## src/rtl/sparsity_block_sequencer.sv

```systemverilog
// ---------------------------------------------------------------------------
// sparsity_block_sequencer
//
// Streams a run of N weight/activation blocks through an external
// sparsity_selector and hands each block, with the mask the selector chose
// for it, to the sparse packer / PE feed on a valid/ready stream.
//
// The selector registers its mask one cycle after it sees data. This block
// feeds it the incoming block on the accept edge. On every other cycle it
// feeds the held output block. That way the mask always lines up with
// out_data and stays stable while the output is stalled.
//
// Ports
//   clk, reset        clock, synchronous active-high reset
//   cmd_*             run command: block count, sparsity mode, bypass
//   cmd_ready         high only while idle
//   in_valid/in_ready/in_data      block fetch stream (lane 0 at LSBs)
//   sel_data/sel_mode/sel_enable   drive to the selector
//   sel_mask                       registered mask from the selector
//   out_valid/out_ready            output block stream handshake
//   out_data/out_mask/out_last     output block, its mask, final-block flag
//   kept_count        elements kept so far in this run (held after done)
//   busy              a run is in progress
//   done              one-cycle pulse when a run completes
// ---------------------------------------------------------------------------
module sparsity_block_sequencer #(
    parameter int DATA_WIDTH = 8,
    parameter int BLOCK_SIZE = 4,
    parameter int CNT_WIDTH  = 16
) (
    input  logic                             clk,
    input  logic                             reset,
    // command
    input  logic                             cmd_valid,
    output logic                             cmd_ready,
    input  logic [CNT_WIDTH-1:0]             cmd_num_blocks,
    input  logic [1:0]                       cmd_mode,
    input  logic                             cmd_bypass,
    // input block stream
    input  logic                             in_valid,
    output logic                             in_ready,
    input  logic [DATA_WIDTH*BLOCK_SIZE-1:0] in_data,
    // selector interface
    output logic [DATA_WIDTH*BLOCK_SIZE-1:0] sel_data,
    output logic [1:0]                       sel_mode,
    output logic                             sel_enable,
    input  logic [BLOCK_SIZE-1:0]            sel_mask,
    // output block stream
    output logic                             out_valid,
    input  logic                             out_ready,
    output logic [DATA_WIDTH*BLOCK_SIZE-1:0] out_data,
    output logic [BLOCK_SIZE-1:0]            out_mask,
    output logic                             out_last,
    // status
    output logic [CNT_WIDTH+2:0]             kept_count,
    output logic                             busy,
    output logic                             done
);

    localparam int KEPT_W = CNT_WIDTH + 3;

    typedef enum logic [1:0] {
        IDLE = 2'd0,
        RUN  = 2'd1,
        DONE = 2'd2
    } state_t;

    state_t state;
    state_t state_next;

    logic [CNT_WIDTH-1:0] num_blocks;
    logic [CNT_WIDTH-1:0] acc_cnt;
    logic [CNT_WIDTH:0]   acc_plus1;

    logic cmd_fire;
    logic in_fire;
    logic out_fire;
    logic more_in;
    logic is_last_in;

    // Number of kept lanes in a mask, already widened to the accumulator.
    function automatic logic [KEPT_W-1:0] popcount(input logic [BLOCK_SIZE-1:0] m);
        logic [KEPT_W-1:0] c;
        c = '0;
        for (int i = 0; i < BLOCK_SIZE; i++) begin
            c = c + KEPT_W'(m[i]);
        end
        return c;
    endfunction

    // ---------------- handshakes ----------------
    assign cmd_fire = cmd_valid & cmd_ready;
    assign more_in  = (acc_cnt < num_blocks);
    // The output register may take a new block when it is empty or being
    // drained in this same cycle. That gives back-to-back throughput.
    assign in_ready = (state == RUN) & more_in & (~out_valid | out_ready);
    assign in_fire  = in_valid & in_ready;
    assign out_fire = out_valid & out_ready;

    // One extra bit so the compare with N cannot overflow.
    assign acc_plus1  = {1'b0, acc_cnt} + (CNT_WIDTH + 1)'(1);
    assign is_last_in = (acc_plus1 == {1'b0, num_blocks});

    // ---------------- selector drive ----------------
    // On the accept edge the selector samples the new block. Otherwise it
    // re-samples the held block, so its registered mask keeps matching
    // out_data through any stall.
    assign sel_data = in_fire ? in_data : out_data;
    assign out_mask = sel_mask;

    // ---------------- control FSM ----------------
    always_ff @(posedge clk) begin
        if (reset) begin
            state <= IDLE;
        end else begin
            state <= state_next;
        end
    end

    always_comb begin
        state_next = state;
        cmd_ready  = 1'b0;
        busy       = 1'b1;
        done       = 1'b0;
        case (state)
            IDLE: begin
                cmd_ready = 1'b1;
                busy      = 1'b0;
                if (cmd_fire) begin
                    // An empty run has nothing to stream; finish right away.
                    state_next = (cmd_num_blocks == '0) ? DONE : RUN;
                end
            end
            RUN: begin
                if (out_fire && out_last) begin
                    state_next = DONE;
                end
            end
            DONE: begin
                done       = 1'b1;
                state_next = IDLE;
            end
            default: begin
                state_next = IDLE;
            end
        endcase
    end

    // ---------------- run registers and output block ----------------
    always_ff @(posedge clk) begin
        if (reset) begin
            num_blocks <= '0;
            acc_cnt    <= '0;
            sel_mode   <= 2'd0;
            sel_enable <= 1'b0;
            out_valid  <= 1'b0;
            out_last   <= 1'b0;
            out_data   <= '0;
            kept_count <= '0;
        end else if (cmd_fire) begin
            // Mode and enable stay frozen for the whole run, because
            // commands are accepted only while idle.
            num_blocks <= cmd_num_blocks;
            acc_cnt    <= '0;
            sel_mode   <= cmd_mode;
            sel_enable <= ~cmd_bypass;
            out_valid  <= 1'b0;
            out_last   <= 1'b0;
            kept_count <= '0;
        end else begin
            if (in_fire) begin
                out_data  <= in_data;
                out_valid <= 1'b1;
                out_last  <= is_last_in;
                acc_cnt   <= acc_plus1[CNT_WIDTH-1:0];
            end else if (out_fire) begin
                out_valid <= 1'b0;
                out_last  <= 1'b0;
            end
            if (out_fire) begin
                kept_count <= kept_count + popcount(sel_mask);
            end
        end
    end

endmodule

```

## config.mk

```make
export PLATFORM = sky130hd
export DESIGN_NAME = sparsity_block_sequencer
export DESIGN_NICKNAME = d
export VERILOG_FILES = /design/src/rtl/sparsity_block_sequencer.sv
export SDC_FILE = /design/constraint.sdc
export NUM_CORES = 1
export LEC_CHECK = 0
export CORE_ASPECT_RATIO = 0.6
export CORE_MARGIN = 3
export CORE_UTILIZATION = 45
export CTS_BUF_LIST = sky130_fd_sc_hd__clkbuf_2 sky130_fd_sc_hd__clkbuf_4 sky130_fd_sc_hd__clkbuf_8
export DETAILED_ROUTE_END_ITERATION = 7
export HOLD_SLACK_MARGIN = 0.06
export PLACE_DENSITY = 0.89
export SLEW_MARGIN = 20
export SYNTH_ARGS = -nofsm -noshare
export SYNTH_HDL_FRONTEND = slang
export SYNTH_SLANG_ARGS = --single-unit
```

## constraint.sdc

```tcl
create_clock -name clk -period 4.8 [get_ports clk]
set_clock_uncertainty 0.05 [all_clocks]
set_input_delay 1.2 -clock clk [delete_from_list [all_inputs] [get_ports clk]]
set_output_delay 1.2 -clock clk [all_outputs]
set_load 0.02 [all_outputs]
```

==> flow_summary.toml <==
[outcome]
status = "complete, no violations"

[floorplanning]
die_h_um = 85.49
die-area_mm2 = 0.01184
num_rows = 28
initial_core_util_pct = 47.13
die_x_um = 138.5
ios = 156
coreArea_mm2 = 0.01005

[grt]
grt.total_usage_pct = 23.52
antenna_found_initial = 0
grt_max_degree = 56
grt_pass1_vias = 4879
grt_overflow_total = 0
grt_pass1_wl_um = 23120

[clock_tree]
cts_tree = "done"
clk_latency_ns = 0.37
cts_setup_buffers = 0
cts_buffers = 9
cts_resized = 0
ctsLongestPathBuffers = 2
cts.htree.levels = 3
clk_pin_slew_ns = 0.09
clock_sink_count = 90
cts_hold_buf = 0
root_buffer = "clkbuf_8"

[route]
routedWlPerCell_um = 15.99
vias_per_cell = 5.702
drt-total-wl_um = 14040
drc = 0
first_pass_iters = 5
drt_iter0_drc = 246
num_vias = 5006
ant_nets = 0

[sta]
report.final.setup_viol = 0
worst_pin_slew_ns = 1.031
hold_violations = 0
slew-limit-headroom_pct = 31.29
max_freq_mhz = 211.2
post-route-period-util_pct = 98.65
setup-tns-final_ns = 0
drv_slew = 0
whs_ns = 0.4231
rsz0062_at_grt = "no"
min_period_ns = 4.735

[critical_path]
crit_family = "buffers and inverters"
worst_path_largest_cell_delay_ns = 0.55
crit_top_cell = "clkdlybuf4s50_1"
crit_type = "in2out"
crit_slowest_cell = "clkdlybuf4s50_1"
start_kind = "input port"
critPathBufInv = 3
path_max_fanout = 29
crit_chain = "clkdlybuf4s50_1, nand2b_1, o211a_1, o21a_1, nand3_2, buf_4, o21ai_0, nand2_1, clkdlybuf4s50_1"
cp.arrival_ns = 3.49
end_kind = "output pin"
required_ns = 3.55

[job]
maxCapViolations = 0

[synth]
syn_inst = 608
synth_edf_count = 0
ys_warn_count = 0
synthTopCellsByArea = "dfxtp_1, a21oi_1, nand2_1"
synth_fp_nets = 689
synth_top_cell_by_area = "dfxtp_1"
synth.distinct_cells = 55
syn-cell-area_mm2 = 0.004738
ys_seq_elements = 90
async_reset_ff_share_pct = 0
netlist.area_leader.share_pct = 38.02
yosysSeqAreaShare_pct = 38.02
yosys_most_used_dff = "dfxtp_1"
avgSynthCellArea_um2 = 7.793

[layout]
nFillCells = 819
layout-drive-gt1-share_pct = 4.576
final_area_mm2 = 0.006561
layout_commonest_cell = "clkdlybuf4s50_1"
areaGrowthSynthToFinish_pct = 38.47
multi_input_area_mm2 = 0.002633
final_cell_count_no_fill = 878
most-common-layout-cells = "clkdlybuf4s50_1, dfxtp_1, nand2_1, a21oi_1, nand3_1"
n_antenna_cell = 0
seq_area_mm2 = 0.001802
nets = 819

[pwr]
peakVddDrop_v = 0.0001636
p_leak_nw = 2.641
pwr-share-comb_pct = 22.6
switching_share_pct = 30.22
pwr-share-seq_pct = 46.0
p_int_mw = 1.205
clkPwrFrac_pct = 31.4
switchingPower_uw = 522.0
p_per_area_mw_per_mm2 = 263.3

[placement]
portBuffers = 155
postPlaceCellArea_mm2 = 0.006316
placed_cells = 862
hpwl_um = 10270
gp_congestion = 0.9000

[hold_path]
hp-class = "reg2reg"
[worst register-to-register path, cell delays in order (launching register included)]
cell and delay, ns:
dfxtp_1 0.40, inv_1 0.07, ha_1 0.31, a211oi_1 0.25
o211a_1 0.21, o21a_1 0.15, nand3_2 0.08, buf_4 0.23
or4_1 0.49, a21oi_1 0.22
[final cells by class]
cell class	instances	area share, %
well taps	135	2.574
inverters	29	1.659
clock buffers	10	2.098
flip-flops and latches	90	27.46
repair buffers	161	24.98
clock inverters	6	1.106
multi-input cells	447	40.12
[registers in the layout, summed over array words and instances (netlist names)]
| register | count |
|---|---|
| out_valid | 1 |
| out_data | 32 |
| acc_cnt | 16 |
| out_last | 1 |
| num_blocks | 16 |
| kept_count | 19 |
| sel_mode | 2 |
| state | 2 |
| sel_enable | 1 |
[per-layer routing]
layer | GRT usage [%] | part of all wire [%] | vias up
li1 | - | - | 2403
met4 | 7.623 | 1.4 | 0
met5 | 0 | 0 | -
met1 | 29.30 | 44 | 2376
met2 | 38.50 | 46 | 207
met3 | 8.333 | 9.2 | 20
[cell families after synthesis]
kind of cell | after synthesis | share of synthesized area [%]
adders and majority gates | 21 | 6.021
muxes | 2 | 0.4753
DFF | 90 | 38.02
and+or+nand+nor | 238 | 25.01
buffers and inverters | 71 | 6.522
AOI/OAI and AO/OA | 156 | 18.41
xor gates and xnor gates | 30 | 5.545
[cells in the mapped netlist, types with 3 or more instances]
library cell	instances
nand3_1	46
ha_1	18
inv_1	29
buf_4	5
or3_1	9
xor2_1	12
nor3_1	4
a211oi_1	3
dfxtp_1	90
o31ai_1	11
nor4_1	9
buf_2	13
o21ai_0	44
xnor2_1	18
nand2_1	89
nand4_1	9
a21oi_1	81
fa_1	3
and4_1	5
nor2_1	35
buf_1	3
or4_1	10
nor3b_1	3
clkbuf_1	20
[stage by stage]
stage / power (mW) / utilization (%) / setup WS (ns)
2_1_floorplan: 1.019 / - / 1.186
3_3_place_gp: 1.190 / 62.82 / 0.1529
3_5_place_dp: 1.201 / 62.82 / 0.09557
4_1_cts: 1.741 / 64.91 / 0.08357
5_1_grt: 1.808 / 65.26 / 0.003977
6_report: 1.727 / 65.26 / 0.06474
[power groups by stage]
stage	clock network (mW)	registers [mW]	logic [mW]
global route	0.588	0.798	0.422
global placement	0	0.810	0.381
finish	0.542	0.794	0.391
CTS	0.555	0.794	0.392
detailed placement	0	0.811	0.390
floorplan	0	0.824	0.195
[worst paths after layout]
kind,slack (ns),from,endpoint,cells after the start
setup / recovery,0.06,out_ready,sel_data[12],9
hold / removal,0.42,sel_mode[0]$_SDFFE_PP0P_,sel_mode[0]$_SDFFE_PP0P_,2
setup reg to reg,2.25,num_blocks[13]$_SDFFE_PP0P_,acc_cnt[3]$_SDFFE_PP0P_,9
hold reg to reg,0.42,sel_mode[0]$_SDFFE_PP0P_,sel_mode[0]$_SDFFE_PP0P_,2
Note: power is estimated with default switching activity, not from simulation.
==> RTL change 1: new RTL, same settings <==
Encoding of `state_t`: now one-hot (3 bits for 3 states).
--- a/src/rtl/sparsity_block_sequencer.sv
+++ b/src/rtl/sparsity_block_sequencer.sv
@@ -60,8 +60,8 @@
     localparam int KEPT_W = CNT_WIDTH + 3;
 
-    typedef enum logic [1:0] {
-        IDLE = 2'd0,
-        RUN  = 2'd1,
-        DONE = 2'd2
+    typedef enum logic [2:0] {
+        IDLE = 3'b001,
+        RUN  = 3'b010,
+        DONE = 3'b100
     } state_t;
 
Formal check against the unedited RTL: no difference found for any inputs over 10 cycles, from zero or initial values and one cycle with reset high; not proved beyond that.
==> RTL change 1 against the unedited design <==
Synthesized area decreased by 1.8%. Sequential cell count increased by 1. Synthesized cell count shrank 14%. Combinational power fell by 47%. Total power down 15%. Worst setup slack better by 61 ps. Design area decreased by 2.6%. Sequential share of layout area is 1.0 points higher. Wire length down 6.1%.
==> RTL change 1: results (changes against the unedited design) <==
starting DRC count in detailed routing 378 (+54%); Final Hold Fails 0 (unchanged); Syn Nets 605 (-12%); RePlAce Congestion 0.9024 (+0.27%); Post-synth ARST share 0% (unchanged); # Post-CTS Setup Buffers 0 (unchanged); top post-synthesis cells by area dfxtp_1 (39%), mux2_2 (7.7%), xor2_1 (6.4%); dpl ws -89.37 ps (-184.9 ps); share of cells above drive strength 1 8.832% (+4.3 points); WL/cell 16.41 µm (+2.6%); H-tree Lvls 3 (unchanged); Max rail drop VDD 164.1 µV (+0.32%); clock latency at the later pin of the worst-skew pair 370 ps (about the same); fill count 792 (-3.3%); ANT cells 0 (unchanged); slowest stage delay, CP 480 ps (-70 ps); Top Registers out_data: 32 flops, kept_count: 19 flops; Vias/cell 5.350 (-6.2%); Seq/Total Area, Yosys 39.16% (+1.1 points); Synth top cells by count dfxtp_1 (91), nand2_1 (57), nor2_1 (47), nor2b_1 (35), xor2_1 (34); Sum Neg Setup Slack 0 ps (unchanged); Hold Crit Class flip-flop to flip-flop; Yosys cell types 49 (-11%); Slowest-stage cell, CP clkdlybuf4s50_1; Placed Area 6256 µm² (-0.95%); HPWL after detailed placement 10220 µm (-0.47%); switch share 27.51% (-2.7 points); vias in the first global route 4325 (-11%); worst path arrival time 3420 ps (-70 ps); initial antenna violation count 0 (unchanged); Max-slew headroom 35.86% (+4.6 points); Clock Path Buffers 2 (unchanged); drt first pass iters 5 (unchanged); PortBufs 155 (unchanged); CP Max Fanout 33 (+14%); gr usage total 23.47% (-0.056 points); TritonCTS Buffers 9 (unchanged); Root Driver clkbuf_8; largest net degree at the start of global routing 56 (unchanged); Ys Warns 0 (unchanged); leakage power total 2.542 nW (-3.7%); Worst-path clk slew 100 ps; layout net count 744 (-9.2%); status completed; first-pass GRT wire length 21650 µm (-6.4%)
RTL change 1: cell types whose count changed after synthesis, moves of 22 or more:
cell     before  now
nand2_1      89   57
mux2_2        2   32
xor2_1       12   34
nand3_1      46   20
a21oi_1      81   29
o21ai_0      44    5
nor2b_1       1   35
RTL change 1: area by class of cell:
cell class	instances	area share, %
Clock buffer	9	1.939
Clock inverter	7	0.7832
Tap cell	135	2.643
Sequential cell	91	28.51
Timing Repair Buffer	160	24.36
Multi-Input combinational cell	380	40.53
Inverter	21	1.234
RTL change 1: power by group through the flow:
| stage | Combinational, W | Clock [W] | Sequential, W |
|---|---|---|---|
| finish | 0.000208 | 0.000473 | 0.000783 |
| global route | 0.000227 | 0.000514 | 0.000785 |
| CTS | 0.000208 | 0.000482 | 0.000783 |
| detailed placement | 0.000210 | 0 | 0.000801 |
| global placement | 0.000203 | 0 | 0.000800 |
| floorplan | 0.000105 | 0 | 0.000803 |
RTL change 1: stage by stage:
step	util [%]	std cells	hold slack (ps)	total power, W
2_1_floorplan	-	524	390.6	0.0009078
3_3_place_gp	62.88	787	391.2	0.001003
3_5_place_dp	62.88	787	403.3	0.001010
4_1_cts	64.22	803	419.7	0.001473
5_1_grt	64.22	803	436.3	0.001527
6_report	64.22	803	418.9	0.001464
RTL change 1: timing repair:
action                     in CTS  in global routing
gates resized for setup        32                  0
hold buffers                    0                  0
setup endpoints to repair      32                  0
RTL change 1: metal layers:
layer | GRT usage [%] | part of all wire, % | vias to the layer above
li1 | - | - | 2064
met1 | 30.59 | 42 | 2027
met2 | 37.75 | 48 | 178
met3 | 7.186 | 7.4 | 27
met4 | 6.612 | 2.0 | 0
met5 | 0 | 0 | -
RTL change 1: cells by family (layout without fill, tap and decap cells):
logic type / Yosys count / in the layout / synth area share (%)
compound gates: 62 / 62 / 8.930
xor+xnor: 50 / 50 / 9.414
fa+ha+maj: 21 / 21 / 6.132
buf+inv: 53 / 197 / 5.164
flops: 91 / 91 / 39.16
mux: 34 / 34 / 8.177
simple gates: 213 / 213 / 23.02
RTL change 1: worst max-delay path: cells and delay by family:
kind | cells | cell delay [ps]
buf+inv | 3 | 1050
compound gates | 2 | 420
simple gates | 2 | 370
mux | 1 | 370
RTL change 1: final timing paths:
kind / from / end / slack (ps) / depth (start not counted)
max: out_ready / sel_data[26] / 130 / 8
min: sel_mode[1] / sel_mode[1] / 420 / 2
max reg2reg: acc_cnt[13] / out_last / 1560 / 10
min reg2reg: sel_mode[1] / sel_mode[1] / 420 / 2
==> RTL change 2: new RTL, config.mk and constraints unchanged <==
Made on the original files. The parameter `BLOCK_SIZE` goes from 4 to 8.
--- a/src/rtl/sparsity_block_sequencer.sv
+++ b/src/rtl/sparsity_block_sequencer.sv
@@ -26,5 +26,5 @@
 module sparsity_block_sequencer #(
     parameter int DATA_WIDTH = 8,
-    parameter int BLOCK_SIZE = 4,
+    parameter int BLOCK_SIZE = 8,
     parameter int CNT_WIDTH  = 16
 ) (
Ports: changed (5 resized); port bits go from 156 to 260. No check against the original RTL was run, so the function may have changed too.
==> RTL change 2 against the unedited design <==
Design area increased by 45%. Core utilization is 6.1 points higher. Critical path depth is 4 higher. Synthesized area increased by 34%. Sequential cell count up 32. Total power rose by 59%. First-iteration DRC count rose to 2.8 times the old value. Worst setup slack improved by 46 ps. Wire length is 51% higher. Maximum frequency grew 0.97%. Sequential power up 36%. Critical path type is now input port to flip-flop. Highest routed layer unchanged.
==> RTL change 2: results (changes against the unedited design) <==
Comb power frac 25.5% (+2.9 points); Mean Syn Cell Area 7.781 µm² (-0.16%); most frequently used flop master after synthesis dfxtp_1; Clk pwr share 35.1% (+3.7 points); drt first pass iters 7 (+2); PortBufs 259 (+67%); Max-slew headroom 44.18% (+13 points); Placed Area 9064 µm² (+44%); Post-Synth XOR/XNOR Area 4.563% (-0.98 points); CP Max Fanout 5 (-83%); Yosys cell types 54 (-1.8%); largest net degree at the start of global routing 84 (+50%); H-tree Lvls 4 (+1); first-pass GRT wire length 34040 µm (+47%); Top delay family on crit path adder cells; worst path arrival time 4920 ps (+1430 ps); FF-to-FF setup slack 1430 ps (-820 ps); Max rail drop VDD 226.0 µV (+38%); Root Driver clkbuf_8; slowest stage delay, CP 540 ps; Synth top cells by count dfxtp_1 (122), nand2_1 (118), a21oi_1 (105), nand3_1 (78), o21ai_0 (74); starting DRC count in detailed routing 691 (+180%); share of cells above drive strength 1 6.933% (+2.4 points); clock latency at the later pin of the worst-skew pair 410 ps (+40 ps); Worst-path clk slew 70 ps (-20 ps); HPWL after detailed placement 15340 µm (+49%); Hold WS 402.7 ps (-20.40 ps); Compound-Gate Fraction of Synth Area 19.64% (+1.2 points); RePlAce Congestion 0.9146 (+1.6%); Seq/Total Area, Yosys 38.56% (+0.54 points); # Post-CTS Setup Buffers 1 (+1); clock group total power 0.000962 W (+77%); Syn Nets 938 (+36%); status completed; Post-Synth Adder-Cell Area 6.124% (+0.10 points); top post-synthesis cells by area dfxtp_1 (39%), a21oi_1 (8.3%), nand2_1 (7.0%); Slowest-stage cell, CP fa_1; leakage power total 3.712 nW (+41%); Register-to-Register Path Depth 11 (+2); fill count 1037 (+27%); post-synthesis mux area share 0.3161% (-0.16 points); TritonCTS Buffers 17 (+8); WL/cell 17.12 µm (+7.1%); switch share 30.49% (+0.27 points); Total Wirelength 21230 µm (+51%); gr usage total 26.26% (+2.7 points); Top Registers out_data: 64 flops, kept_count: 19 flops; vias in the first global route 6516 (+34%)
RTL change 2: cell types whose count changed in the layout (fill, tap and decap cells not counted), moves of 24 or more:
cell             delta
a21oi_1            +24
nand2_1            +29
clkdlybuf4s50_1   +118
o21ai_0            +29
nand3_1            +30
dfxtp_1            +32
RTL change 2: worst min-delay path: cells and delay by family, from the launching register on:
family	cells	cell delay [ps]
AND/OR/NAND/NOR	1	50
AO/OA/AOI/OAI	1	50
flip-flops	1	310
RTL change 2: area by class of cell:
class | count | share of cell area, %
inverter | 31 | 1.226
multi-input combinational | 596 | 36.91
clock buffer | 20 | 2.834
sequential | 122 | 25.73
clock inverter | 11 | 1.542
tap | 187 | 2.465
timing repair buffer | 273 | 29.29
RTL change 2: logic make-up (layout without fill, tap and decap cells):
| logic type | count (synthesis) | count (layout) |
|---|---|---|
| simple gates | 312 | 312 |
| compound gates | 221 | 221 |
| flops | 122 | 122 |
| buf+inv | 96 | 335 |
| xor+xnor | 33 | 33 |
| fa+ha+maj | 28 | 28 |
| mux | 2 | 2 |
RTL change 2: final timing paths:
| check | start | to |
|---|---|---|
| setup / recovery | sel_mask[0] | kept_count[10] |
| hold / removal | sel_mode[0] | sel_mode[0] |
| setup reg to reg | kept_count[0] | kept_count[10] |
| hold reg to reg | sel_mode[0] | sel_mode[0] |
RTL change 2: metrics by stage:
step	setup WS, ps	util, %	TNS (ps)
global route	-13.96	71.40	-35.90
detailed placement	-495.5	68.19	-3450
finish	110.3	71.40	0
global placement	-358.3	68.19	-2358
CTS	23.43	71.37	0
floorplan	299.4	-	0
RTL change 2: layer usage:
layer  global-route usage, %  vias to the layer above  share of wire [%]
li1                        -                     3309                  -
met1                   35.66                     3268                 43
met2                   41.70                      333                 45
met3                   8.351                       29                 10
met4                   4.775                        0                1.1
met5                       0                        -                  0
